[src/rtl/uart_signal_decoder_pkg.sv]
// Shared UART definitions: receiver state enum, line constants and the
// signal decoder's state enum and control-byte codes.
package uart_signal_decoder_pkg;

  typedef enum logic [1:0] {
    UART_IDLE  = 2'd0,
    UART_START = 2'd1,
    UART_DATA  = 2'd2,
    UART_STOP  = 2'd3
  } uart_state_e;

  localparam int   UART_DATA_BITS = 8;
  localparam logic UART_START_BIT = 1'b0;
  localparam logic UART_STOP_BIT  = 1'b1;

  typedef enum logic [1:0] {
    SDIdle    = 2'd0,
    SDKeyWait = 2'd1,
    SDStream  = 2'd2
  } sd_state_e;

  localparam logic [7:0] KEY_SIGNAL = 8'h01;
  localparam logic [7:0] BOS_SIGNAL = 8'h02;
  localparam logic [7:0] EOS_SIGNAL = 8'h03;

endpackage

[src/rtl/uart_signal_decoder_signal_timeout.sv]
// Loadable down-counter; expired_o is high while counting is enabled and the
// count has run down to zero.
module signal_timeout #(
  parameter int unsigned CYCLES = 100000
) (
  input  logic clock,
  input  logic reset,
  input  logic load_i,
  input  logic count_en_i,
  output logic expired_o
);

  localparam int CW = $clog2(CYCLES + 1);

  logic [CW-1:0] count_q, count_d;

  always_comb begin
    count_d = count_q;
    if (load_i) begin
      count_d = CW'(CYCLES);
    end else if (count_en_i && (count_q != '0)) begin
      count_d = count_q - CW'(1);
    end
  end

  always_ff @(posedge clock) begin
    if (!reset) begin
      count_q <= '0;
    end else begin
      count_q <= count_d;
    end
  end

  assign expired_o = count_en_i && (count_q == '0);

endmodule

[src/rtl/uart_signal_decoder.sv]
// Decodes control bytes from a UART receiver into key codes and buffered
// data streams (BOS ... EOS), with an inter-byte timeout.
module uart_signal_decoder
  import uart_signal_decoder_pkg::*;
#(
  parameter int unsigned ADDR_WIDTH     = 5,
  parameter int unsigned TIMEOUT_CYCLES = 100000
) (
  input  logic                  clock,
  input  logic                  reset,
  input  logic                  enable,
  input  logic [7:0]            rx_byte,
  input  logic                  rx_complete,
  output logic [7:0]            key_code,
  output logic                  key_valid,
  output logic                  buff_wr,
  output logic [ADDR_WIDTH-1:0] buff_addr,
  output logic [7:0]            buff_data,
  output logic                  stream_active,
  output logic                  stream_done,
  output logic [ADDR_WIDTH:0]   byte_count,
  output logic                  overflow,
  output logic                  proto_err,
  output logic [1:0]            dbg_state_o
);

  localparam logic [ADDR_WIDTH:0] BUF_DEPTH = {1'b1, {ADDR_WIDTH{1'b0}}};

  sd_state_e             state_q, state_d;
  logic [7:0]            key_code_q, key_code_d;
  logic                  key_valid_q, key_valid_d;
  logic                  buff_wr_q, buff_wr_d;
  logic [ADDR_WIDTH-1:0] buff_addr_q, buff_addr_d;
  logic [7:0]            buff_data_q, buff_data_d;
  logic                  stream_active_q, stream_active_d;
  logic                  stream_done_q, stream_done_d;
  logic [ADDR_WIDTH:0]   byte_count_q, byte_count_d;
  logic                  overflow_q, overflow_d;
  logic                  proto_err_q, proto_err_d;

  logic                  counting, tmo_load, tmo_expired;
  logic                  wr_pending;
  logic [ADDR_WIDTH-1:0] addr_eff;
  logic [ADDR_WIDTH:0]   count_eff;

  // The counter only runs while waiting for a follow-up byte; it reloads
  // otherwise, so entering a waiting state always starts a full interval.
  assign counting = enable && (state_q != SDIdle);
  assign tmo_load = rx_complete || !counting;

  signal_timeout #(
    .CYCLES (TIMEOUT_CYCLES)
  ) u_timeout (
    .clock      (clock),
    .reset      (reset),
    .load_i     (tmo_load),
    .count_en_i (counting),
    .expired_o  (tmo_expired)
  );

  // A write strobed last cycle has its address/count bump applied now, so a
  // back-to-back byte must see the post-increment values.
  assign wr_pending = !buff_wr_q;
  assign addr_eff   = buff_addr_q + ADDR_WIDTH'(wr_pending);
  assign count_eff  = byte_count_q + (ADDR_WIDTH + 1)'(wr_pending);

  always_comb begin
    state_d       = state_q;
    key_code_d    = key_code_q;
    key_valid_d   = 1'b0;
    buff_wr_d     = 1'b1;
    buff_addr_d   = addr_eff;
    buff_data_d   = buff_data_q;
    byte_count_d  = count_eff;
    overflow_d    = overflow_q;
    stream_done_d = 1'b0;
    proto_err_d   = 1'b0;

    if (!enable) begin
      state_d = SDIdle;
    end else if (rx_complete) begin
      case (state_q)
        SDIdle: begin
          if (rx_byte == KEY_SIGNAL) begin
            state_d = SDKeyWait;
          end else if (rx_byte == BOS_SIGNAL) begin
            state_d      = SDStream;
            buff_addr_d  = '0;
            byte_count_d = '0;
            overflow_d   = 1'b0;
          end else begin
            proto_err_d = 1'b1;
          end
        end
        SDKeyWait: begin
          key_code_d  = rx_byte;
          key_valid_d = 1'b1;
          state_d     = SDIdle;
        end
        SDStream: begin
          if (rx_byte == EOS_SIGNAL) begin
            stream_done_d = 1'b1;
            state_d       = SDIdle;
          end else if (count_eff == BUF_DEPTH) begin
            overflow_d = 1'b1;
          end else begin
            buff_wr_d   = 1'b0;
            buff_data_d = rx_byte;
          end
        end
        default: state_d = SDIdle;
      endcase
    end else if (tmo_expired) begin
      proto_err_d   = 1'b1;
      stream_done_d = (state_q == SDStream);
      state_d       = SDIdle;
    end

    stream_active_d = (state_d == SDStream);
  end

  always_ff @(posedge clock) begin
    if (!reset) begin
      state_q         <= SDIdle;
      key_code_q      <= '0;
      key_valid_q     <= 1'b0;
      buff_wr_q       <= 1'b1;
      buff_addr_q     <= '0;
      buff_data_q     <= '0;
      stream_active_q <= 1'b0;
      stream_done_q   <= 1'b0;
      byte_count_q    <= '0;
      overflow_q      <= 1'b0;
      proto_err_q     <= 1'b0;
    end else begin
      state_q         <= state_d;
      key_code_q      <= key_code_d;
      key_valid_q     <= key_valid_d;
      buff_wr_q       <= buff_wr_d;
      buff_addr_q     <= buff_addr_d;
      buff_data_q     <= buff_data_d;
      stream_active_q <= stream_active_d;
      stream_done_q   <= stream_done_d;
      byte_count_q    <= byte_count_d;
      overflow_q      <= overflow_d;
      proto_err_q     <= proto_err_d;
    end
  end

  assign key_code      = key_code_q;
  assign key_valid     = key_valid_q;
  assign buff_wr       = buff_wr_q;
  assign buff_addr     = buff_addr_q;
  assign buff_data     = buff_data_q;
  assign stream_active = stream_active_q;
  assign stream_done   = stream_done_q;
  assign byte_count    = byte_count_q;
  assign overflow      = overflow_q;
  assign proto_err     = proto_err_q;
  assign dbg_state_o   = state_q;

endmodule
[config.mk]
export PLATFORM = sky130hd
export DESIGN_NAME = uart_signal_decoder
export DESIGN_NICKNAME = d
export VERILOG_FILES = /design/src/rtl/uart_signal_decoder_pkg.sv /design/src/rtl/uart_signal_decoder_signal_timeout.sv /design/src/rtl/uart_signal_decoder.sv
export SDC_FILE = /design/constraint.sdc
export NUM_CORES = 1
export LEC_CHECK = 0
export BUFFER_PORTS_ARGS = -buffer_cell sky130_fd_sc_hd__clkbuf_2
export CAP_MARGIN = 10
export CORE_MARGIN = 2
export CORE_UTILIZATION = 50
export CTS_CLUSTER_SIZE = 14
export DETAILED_ROUTE_END_ITERATION = 10
export PLACE_DENSITY = 0.85
export SLEW_MARGIN = 25
export SYNTH_ARGS = -nofsm -noshare
export SYNTH_HDL_FRONTEND = slang
export SYNTH_HIERARCHICAL = 1
export SYNTH_SLANG_ARGS = --single-unit
[constraint.sdc]
create_clock -name clock -period 2.8 [get_ports clock]
set_clock_uncertainty 0.15 [all_clocks]
set_input_delay 0.14 -clock clock [delete_from_list [all_inputs] [get_ports clock]]
set_output_delay 0.14 -clock clock [all_outputs]
set_load 0.01 [all_outputs]
==> results of run 1 <==
## worst max-delay path, stage by stage (launching register included)
cell and delay, ps:
dfxtp_1 530, nor2_1 120, nor2b_1 260, nor3b_1 300, nand4_1 250, or4b_1 530
a31oi_1 170
## where the power goes
part           internal, uW  leakage, uW  switching [uW]
clock network           270    0.0000558             252
registers               744     0.000421            7.25
logic                  29.8     0.000712            40.4
## cells by family (layout without fill, tap and decap cells)
kind of cell | Yosys count | after routing | share of synthesized area (%)
AOI/OAI and AO/OA | 52 | 52 | 14.4
and+or+nand+nor | 131 | 131 | 28.1
xor gates and xnor gates | 10 | 10 | 3.52
DFF | 52 | 52 | 41.8
adders and majority gates | 5 | 5 | 2.51
buffers and inverters | 28 | 77 | 6.03
muxes | 9 | 9 | 3.62
## through the flow
step / util (%) / hold WS, ps
floorplan: - / 132
finish: 61.2 / 51.7
detailed placement: 57.4 / 265
global route: 61.2 / 51.4
global placement: 57.4 / 254
CTS: 61.2 / 38.9
## synthesized netlist by cell type, types with 4 or more instances
cell type,instances,area [sq um]
dfxtp_1,52,1040
mux2i_1,9,90.1
nand2_1,46,173
a21oi_1,13,65.1
nand4_1,4,25.0
xnor2_1,4,35.0
ha_1,5,62.6
a31oi_1,9,56.3
and2_1,5,31.3
nand3_1,7,35.0
inv_1,14,52.6
nor2b_1,6,37.5
clkbuf_1,5,18.8
o31ai_1,4,30.0
a21boi_0,8,60.1
nor3_1,4,20.0
nor4b_1,4,35.0
or4_1,5,37.5
nor2_1,25,93.8
o21ai_0,4,20.0
xor2_1,6,52.6
## sequential cells by signal (all words and copies together) (netlist names)
name	count
stream_done	1
key_valid	1
proto_err	1
dbg_state_o	2
buff_data	8
key_code	8
byte_count	6
buff_addr	5
overflow	1
buff_wr	1
u_timeout/count_q	17
stream_active	1
## layer usage
metal	vias up	part of all wire, %	global-route usage, %
met5	-	0	0
met4	0	1.4	7.94
met3	5	4.8	5.15
met2	53	47	31.6
met1	1013	47	25.9
li1	1120	-	-
## cell type report
class	instances	area, sq um	share of cell area, %
Tap cell	67	83.8	2.88
Timing Repair Buffer	55	315	10.8
Sequential cell	52	1040	35.8
Multi-Input combinational cell	207	1310	44.9
Inverter	14	52.6	1.81
Clock inverter	2	38.8	1.33
Clock buffer	6	72.6	2.49
## cells in the final DEF, fill, tap and decap left out, drive strengths merged, types with 5 or more instances in the layout
cell type and n:
a21boi 8, a21oi 13, a31oi 9, and2 5
clkbuf 52, dfxtp 52, dlygate4sd3 7, ha 5
inv 15, mux2i 9, nand2 46, nand3 7
nor2 25, nor2b 6, nor4 6, or4 6
xor2 6
## worst max-delay path by stage
stage / from / endpoint / slack [ps] / cells after the start
2_1_floorplan: dbg_state_o[1] / stream_active / 340 / 10
3_3_place_gp: buff_wr / buff_data[0] / 490 / 7
3_5_place_dp: buff_wr / buff_data[7] / 440 / 7
4_1_cts: buff_wr / buff_data[7] / 420 / 7
5_1_grt: dbg_state_o[1] / u_timeout/count_q[13] / 190 / 6
6_report: dbg_state_o[1] / u_timeout/count_q[15] / 410 / 6
==> results.cfg, run 1 <==
[cells_and_area]
stdcell_count = 403
design_area_sq_mm = 0.00291
nNetsFinal = 352
drive_above_1_share_pct = 19.0
fillers = 422
syn_to_final_growth_pct = 16.9
antenna_cells = 0

[pwr]
powerDensity_mw_per_mm2 = 462
p_leak_uw = 0.00119
ir_drop_v = 0.000289
power.total_uw = 1340

[floorplanning]
die_w_um = 74.6
chipHeight_um = 74.6
fp.coreArea_sq_mm = 0.00475
initial_core_util_pct = 52.3
die-area_sq_mm = 0.00556
num_rows = 25
ios = 47

[route]
drt-wirelength-per-cell_um = 12.8
detail-route-antenna-nets = 0
avgViaCountPerCell = 5.44
dr.first_iter.drc_count = 126
drc = 0
vias = 2191
wl_mm = 5.17
drt-pass1-iter-count = 7

[yosys]
ys.flop_type = dfxtp_1
synthCells = 287
syn_nets = 304
ys.warnings.count = 6
ys_types = 50
synth_edf_count = 0
synth-seq-cells = 52
synth_area_sq_mm = 0.00249
avgSynthCellArea_sq_um = 8.67
synthArstFlopShare_pct = 0
yosysSeqAreaShare_pct = 41.8

[flow_run]
cap_violations = 0

[place]
numPortBuffers = 46
routabilityCongestion = 0.863
hpwl_mm = 3.68
place_ws_ps = 444
dpl_cell_area_sq_mm = 0.00273
dp.cells = 388

[global_routing]
track_usage_pct = 19.9
antenna_found_initial = 0
grt_first_pass_wirelength_mm = 8.58
grt_max_degree = 34
grt_pass1_vias = 1946
grt_overflow = 0

[critical_path]
worstPathArrival_ps = 2480
rr_endpoint = u_timeout/count_q[15]
path_class = register to register
path_max_fanout = 12
startpoint_type = register
reg2reg_depth = 6
critical_path_required_ps = 2890
timing.critical_path.to_type = register
ff2ff_setup_slack_ps = 410
r2r-start = dbg_state_o[1]

[clocking]
root_buffer = clkbuf_8
cts_max_path_buffers = 2
cts.sinks = 52
clock_latency_ps = 310
cts-buffers-inserted = 5
cts.reportedPaths.clkPinSlew_ps = 90
cts_resized = 0
cts_tree = built
htreeDepth = 2
postCtsSetupBuffers = 0
cts_hold_buffers = 7

[min_path]
min_from = rx_byte[0]
hold_path_depth = 3
worstHoldPathType = input port to register
holdPathEnd = buff_data[0]

[timing]
fin_tns_setup_ps = 0
rsz0062_at_grt = no
setup_viol = 0
drv_slew = 0
post-route-min-period_ps = 2390
fin_ws_ps = 414
tightest_slew_ps = 638
max_freq_mhz = 419
fin_crit_sh_pct = 85.2
maxSlewHeadroom_pct = 57.1
final_hold_viol_count = 0

[status]
status = complete, no violations
No activity file was read; power rests on OpenSTA's default activity.
==> run 2, diff against run 1 <==
Clock period 2.8 ns to 3 ns, I/O delays scaled along.
==> run 2 against run 1 <==
Non-clock buffer count decreased by 1. Hold slack improved by 18 ps. Critical path depth increased by 3. Register-to-register slack got worse by 90 ps. Count of clock-buffer cells in the layout unchanged. Sequential power decreased by 6.7%. Global-route usage increased by 2.3 points. Flip-flop and latch count unchanged. First-iteration DRC count decreased by 19%. Final cell count decreased by 0.25%.
==> results.cfg, run 2 (synthesis results as in run 1) <==
[status]
status = complete, no violations

[global_routing]
grt_max_degree = 34
antenna_found_initial = 0
grt_first_pass_wirelength_mm = 9.56
grt_overflow = 0
grt_pass1_vias = 2152
track_usage_pct = 22.1

[place]
numPortBuffers = 46
routabilityCongestion = 0.899
hpwl_mm = 3.87

[timing]
max_freq_mhz = 373
fin_tns_setup_ps = 0
tightest_slew_ps = 593
drv_slew = 0
rsz0062_at_grt = no
maxSlewHeadroom_pct = 60.5
setup_viol = 0
fin_crit_sh_pct = 89.3
timing.hold.ws_ps = 69.6
final_hold_viol_count = 0
post-route-min-period_ps = 2680

[clocking]
htreeDepth = 2
cts_resized = 0
cts.sinks = 52
cts.reportedPaths.clkPinSlew_ps = 100
cts_max_path_buffers = 2
cts-buffers-inserted = 5
root_buffer = clkbuf_8
clock_latency_ps = 310
cts_tree = built

[min_path]
worstHoldPathType = input port to register
hold_path_depth = 3
min_from = rx_byte[1]
holdPathEnd = buff_data[1]

[critical_path]
cp_cell_sequence = nor2_1 -> nor2b_1 -> and2_1 -> nand4_1 -> nor2_1 -> nor2_1 -> and2_1 -> o311a_1 -> nor2b_1
worstPathArrival_ps = 2740
rr_endpoint = stream_active
r2r-start = dbg_state_o[1]
path_class = register to register
timing.critical_path.to_type = register
ff2ff_setup_slack_ps = 320
critical_path_required_ps = 3060
path_max_fanout = 12
startpoint_type = register
max_stage_delay_ps = 550
critPathSlowestCell = dfxtp_1
reg2reg_depth = 9
path_common_cell = nor2_1

[floorplanning]
ios = 47
num_rows = 25
fp.coreArea_sq_mm = 0.00475
die_w_um = 74.6
die-area_sq_mm = 0.00556
initial_core_util_pct = 52.3
chipHeight_um = 74.6

[cells_and_area]
largest_reg_flops = 17
regMostFlops = u_timeout/count_q
syn_to_final_growth_pct = 16.6
drive_above_1_share_pct = 18.8
nNetsFinal = 351
final_common_cell = dfxtp_1
antenna_cells = 0
final_cell_mix = 52 x dfxtp_1, 46 x nand2_1, 46 x clkbuf_2

[route]
drt-pass1-iter-count = 4
wl_mm = 5.64
vias = 2212
drc = 0
detail-route-antenna-nets = 0
dr.first_iter.drc_count = 102
drt-wirelength-per-cell_um = 14.0
avgViaCountPerCell = 5.50

[pwr]
p_leak_uw = 0.00118
power.total_uw = 1250
ir_drop_v = 0.000229
powerDensity_mw_per_mm2 = 432

[flow_run]
cap_violations = 0
run 2: cell types whose count changed in the layout (fill, tap and decap cells not counted), sizes merged:
cell,change
buf,-1
run 2: worst max-delay path by stage:
stage / start / to / slack, ps
3_5_place_dp: dbg_state_o[1] / stream_active / 420
4_1_cts: dbg_state_o[1] / stream_active / 370
2_1_floorplan: dbg_state_o[1] / stream_active / 540
3_3_place_gp: dbg_state_o[1] / stream_active / 550
6_report: dbg_state_o[1] / stream_active / 320
5_1_grt: dbg_state_o[1] / stream_active / 80
run 2: metrics by stage:
step                      util (%)  cell area (sq um)  worst slack [ps]  std cells
after floorplan                  -               2490               539        287
final                         61.0               2900               321        402
after global placement        57.2               2720               552        387
after global routing          61.0               2900              77.7        402
after CTS                     61.0               2900               366        402
after detailed placement      57.2               2720               416        387
run 2: where the power goes:
group	switching [uW]	internal [uW]	leakage (uW)	total, uW
logic	39.9	27.8	0.000707	67.7
registers	6.87	695	0.000421	701
clock network	232	252	0.0000558	484
run 2: final cells by class:
class / instances / area [sq um]
clock buffers: 6 / 72.6
inverters: 14 / 52.6
multi-input cells: 207 / 1310
fillers: 422 / 1850
flip-flops and latches: 52 / 1040
well taps: 67 / 83.8
clock inverters: 2 / 38.8
repair buffers: 54 / 308
run 2: timing repair:
action / in CTS / in global routing
hold buffers: 7 / 0
setup buffers: 0 / 0
endpoints found under the hold margin: 13 / 0
run 2: worst max-delay path: cells and delay by family, from the launching register on:
family,cells,cell delay [ps]
AO/OA/AOI/OAI,1,290
flip-flops,1,550
AND/OR/NAND/NOR,8,1590
run 2: per-layer routing:
layer	vias to the layer above	GRT usage, %	wire [um]	part of all wire [%]
met2	74	36.6	2760	49
met4	0	10.3	142	2.5
met1	1010	26.7	2440	43
li1	1113	-	-	-
met5	-	0	0	0
met3	15	6.23	300	5.3
==> run 3, diff against run 2 <==
Settings changed: ABC_AREA set to 1, CORE_ASPECT_RATIO set to 1.75.
==> run 3 against run 2 <==
Non-clock buffer count decreased by 2. Highest routed layer unchanged. Global-route usage about the same. Count of clock-buffer cells in the layout decreased by 1. Largest cell class unchanged. Routed wire length increased by 6.0%.
==> results.cfg, run 3 <==
[critical_path]
startpoint_type = register
path_max_fanout = 10
r2r-start = dbg_state_o[1]
cp_cell_sequence = nor2_1 -> nor2_1 -> nand2_1 -> nor2_1 -> clkinv_1 -> a21oi_1
worstPathArrival_ps = 2290
ff2ff_setup_slack_ps = 800
path_class = register to register
reg2reg_depth = 6
path_common_cell = nor2_1
critPathSlowestCell = dfxtp_1
critical_path_required_ps = 3080
rr_endpoint = u_timeout/count_q[4]
max_stage_delay_ps = 480
timing.critical_path.to_type = register

[yosys]
synthCells = 366
synth_area_leader_cell = dfxtp_1
synth_edf_count = 0
synthArstFlopShare_pct = 0
synthTopCellsByArea = dfxtp_1 39%, nand2_1 9.5%, nor2_1 7.7%, inv_1 7.2%, a21oi_1 4.7%
ys.warnings.count = 6
yosys.area.top_type_share_pct = 38.9
synthTopCellsByCount = 68 x nand2_1, 55 x nor2_1, 52 x dfxtp_1
syn_nets = 383
ys_types = 34
ys.flop_type = dfxtp_1
yosysMostFrequentCell = nand2_1
synth_area_sq_mm = 0.00267
synth-seq-cells = 52
avgSynthCellArea_sq_um = 7.31
yosysSeqAreaShare_pct = 38.9

[clocking]
cts_max_path_buffers = 2
cts_tree = built
clock_latency_ps = 310
cts.reportedPaths.clkPinSlew_ps = 100
root_buffer = clkbuf_8
cts_resized = 0
cts.sinks = 52
cts-buffers-inserted = 5
htreeDepth = 2

[route]
avgViaCountPerCell = 5.20
drt-pass1-iter-count = 4
dr.first_iter.drc_count = 68
drt-wirelength-per-cell_um = 12.7
detail-route-antenna-nets = 0
vias = 2456
routed.top_layer = met4
route.met2.wl_mm = 3.44
wl_mm = 5.98
dr_wl_met3_um = 174
drc = 0
wl_met1_mm = 2.18

[pwr]
power.total_uw = 1220
ir_drop_v = 0.000362
comb_power_share_pct = 9.1
p_leak_uw = 0.00142
pwr-share-seq_pct = 58.0
powerDensity_mw_per_mm2 = 402
p_int_uw = 903
p_sw_share_pct = 26.2
clkPwrFrac_pct = 32.8
p_switching_uw = 321

[cells_and_area]
final_cell_mix = 68 x nand2_1, 55 x nor2_1, 52 x dfxtp_1
regMostFlops = u_timeout/count_q
nNetsFinal = 434
largest_reg_flops = 17
final_common_cell = nand2_1
antenna_cells = 0
syn_to_final_growth_pct = 13.8
drive_above_1_share_pct = 21.6

[timing]
fin_tns_setup_ps = 0
max_freq_mhz = 454
post-route-min-period_ps = 2200
rsz0062_at_grt = no
final_hold_viol_count = 0
fin_crit_sh_pct = 73.4
timing.hold.ws_ps = 9.25
setup_viol = 0
maxSlewHeadroom_pct = 64.8
tightest_slew_ps = 526
drv_slew = 0

[min_path]
hold_path_depth = 3
worstHoldPathType = input port to register
min_from = rx_byte[7]
holdPathEnd = key_code[7]

[floorplanning]
die_w_um = 59.3
num_rows = 35
chipHeight_um = 101
die-area_sq_mm = 0.00597
initial_core_util_pct = 51.3
fp.coreArea_sq_mm = 0.00521
ios = 47

[global_routing]
grt_first_pass_wirelength_mm = 10.3
antenna_found_initial = 0
track_usage_pct = 22.1
grt_pass1_vias = 2411
grt_overflow = 0
grt_max_degree = 26

[place]
numPortBuffers = 46
routabilityCongestion = 0.836
hpwl_mm = 4.53

[flow_run]
cap_violations = 0

[status]
status = complete, no violations
-- run 3: changes by cell type after synthesis, sizes merged, moves of 6 or more --
cell and delta:
or4 -6, nor2b -6, a31oi -8, nand2 +31, inv +39, mux2i -9, o21ai +8, a21boi -8
nor2 +38, a21oi +21, nand3 +24
-- run 3: layout make-up --
type	instances	area [sq um]
flip-flops and latches	52	1040
fillers	456	2170
inverters	54	203
multi-input cells	252	1350
well taps	55	68.8
repair buffers	52	290
clock buffers	5	68.8
clock inverters	2	16.3
-- run 3: metrics by stage --
step | instance area (sq um) | worst slack [ps] | utilization, % | std cells
after floorplan | 2670 | 977 | - | 366
after global placement | 2900 | 891 | 55.6 | 459
after detailed placement | 2900 | 841 | 55.6 | 459
after CTS | 3040 | 823 | 58.4 | 472
after global routing | 3040 | 566 | 58.4 | 472
final | 3040 | 797 | 58.4 | 472
-- run 3: cells by family (layout without fill, tap and decap cells) --
kind of cell / after synthesis / after routing / synth area share (%)
xor+xnor: 12 / 12 / 3.93
compound gates: 49 / 49 / 11.0
simple gates: 186 / 186 / 33.4
fa+ha+maj: 5 / 5 / 2.34
buf+inv: 62 / 113 / 10.4
flops: 52 / 52 / 38.9
-- run 3: repair_timing --
| item | in CTS | in global routing |
|---|---|---|
| hold buffers | 6 | 0 |
| endpoints found under the hold margin | 6 | 0 |
| setup endpoints to repair | 0 | 0 |
| buffers inserted | 0 | 0 |
-- run 3: metal layers --
| layer | vias up | global-route usage, % |
|---|---|---|
| met5 | - | 0 |
| met4 | 0 | 9.44 |
| met3 | 15 | 3.21 |
| met2 | 66 | 42.9 |
| met1 | 1116 | 21.9 |
| li1 | 1259 | - |
-- run 3: power by group through the flow --
stage          Sequential, uW  Combinational [uW]  Clock [uW]
3_3_place_gp              725                 102           0
2_1_floorplan             727                74.1           0
5_1_grt                   712                 126         435
4_1_cts                   710                 111         413
3_5_place_dp              726                 104           0
6_report                  710                 112         402
-- run 3: critical path, delay by kind of cell, from the launching register on --
kind,cells,cell delay [ps]
AND/OR/NAND/NOR,4,990
flip-flops,1,480
buffers and inverters,1,290
AO/OA/AOI/OAI,1,200
-- run 3: how the worst max path moves through the flow --
stage / startpoint / endpoint / slack, ps / depth (start not counted)
after floorplan: buff_wr / buff_data[7] / 980 / 10
after global placement: buff_wr / overflow / 890 / 10
after detailed placement: dbg_state_o[1] / u_timeout/count_q[3] / 840 / 6
after CTS: dbg_state_o[1] / u_timeout/count_q[4] / 820 / 6
after global routing: dbg_state_o[1] / u_timeout/count_q[3] / 570 / 6
final: dbg_state_o[1] / u_timeout/count_q[4] / 800 / 6
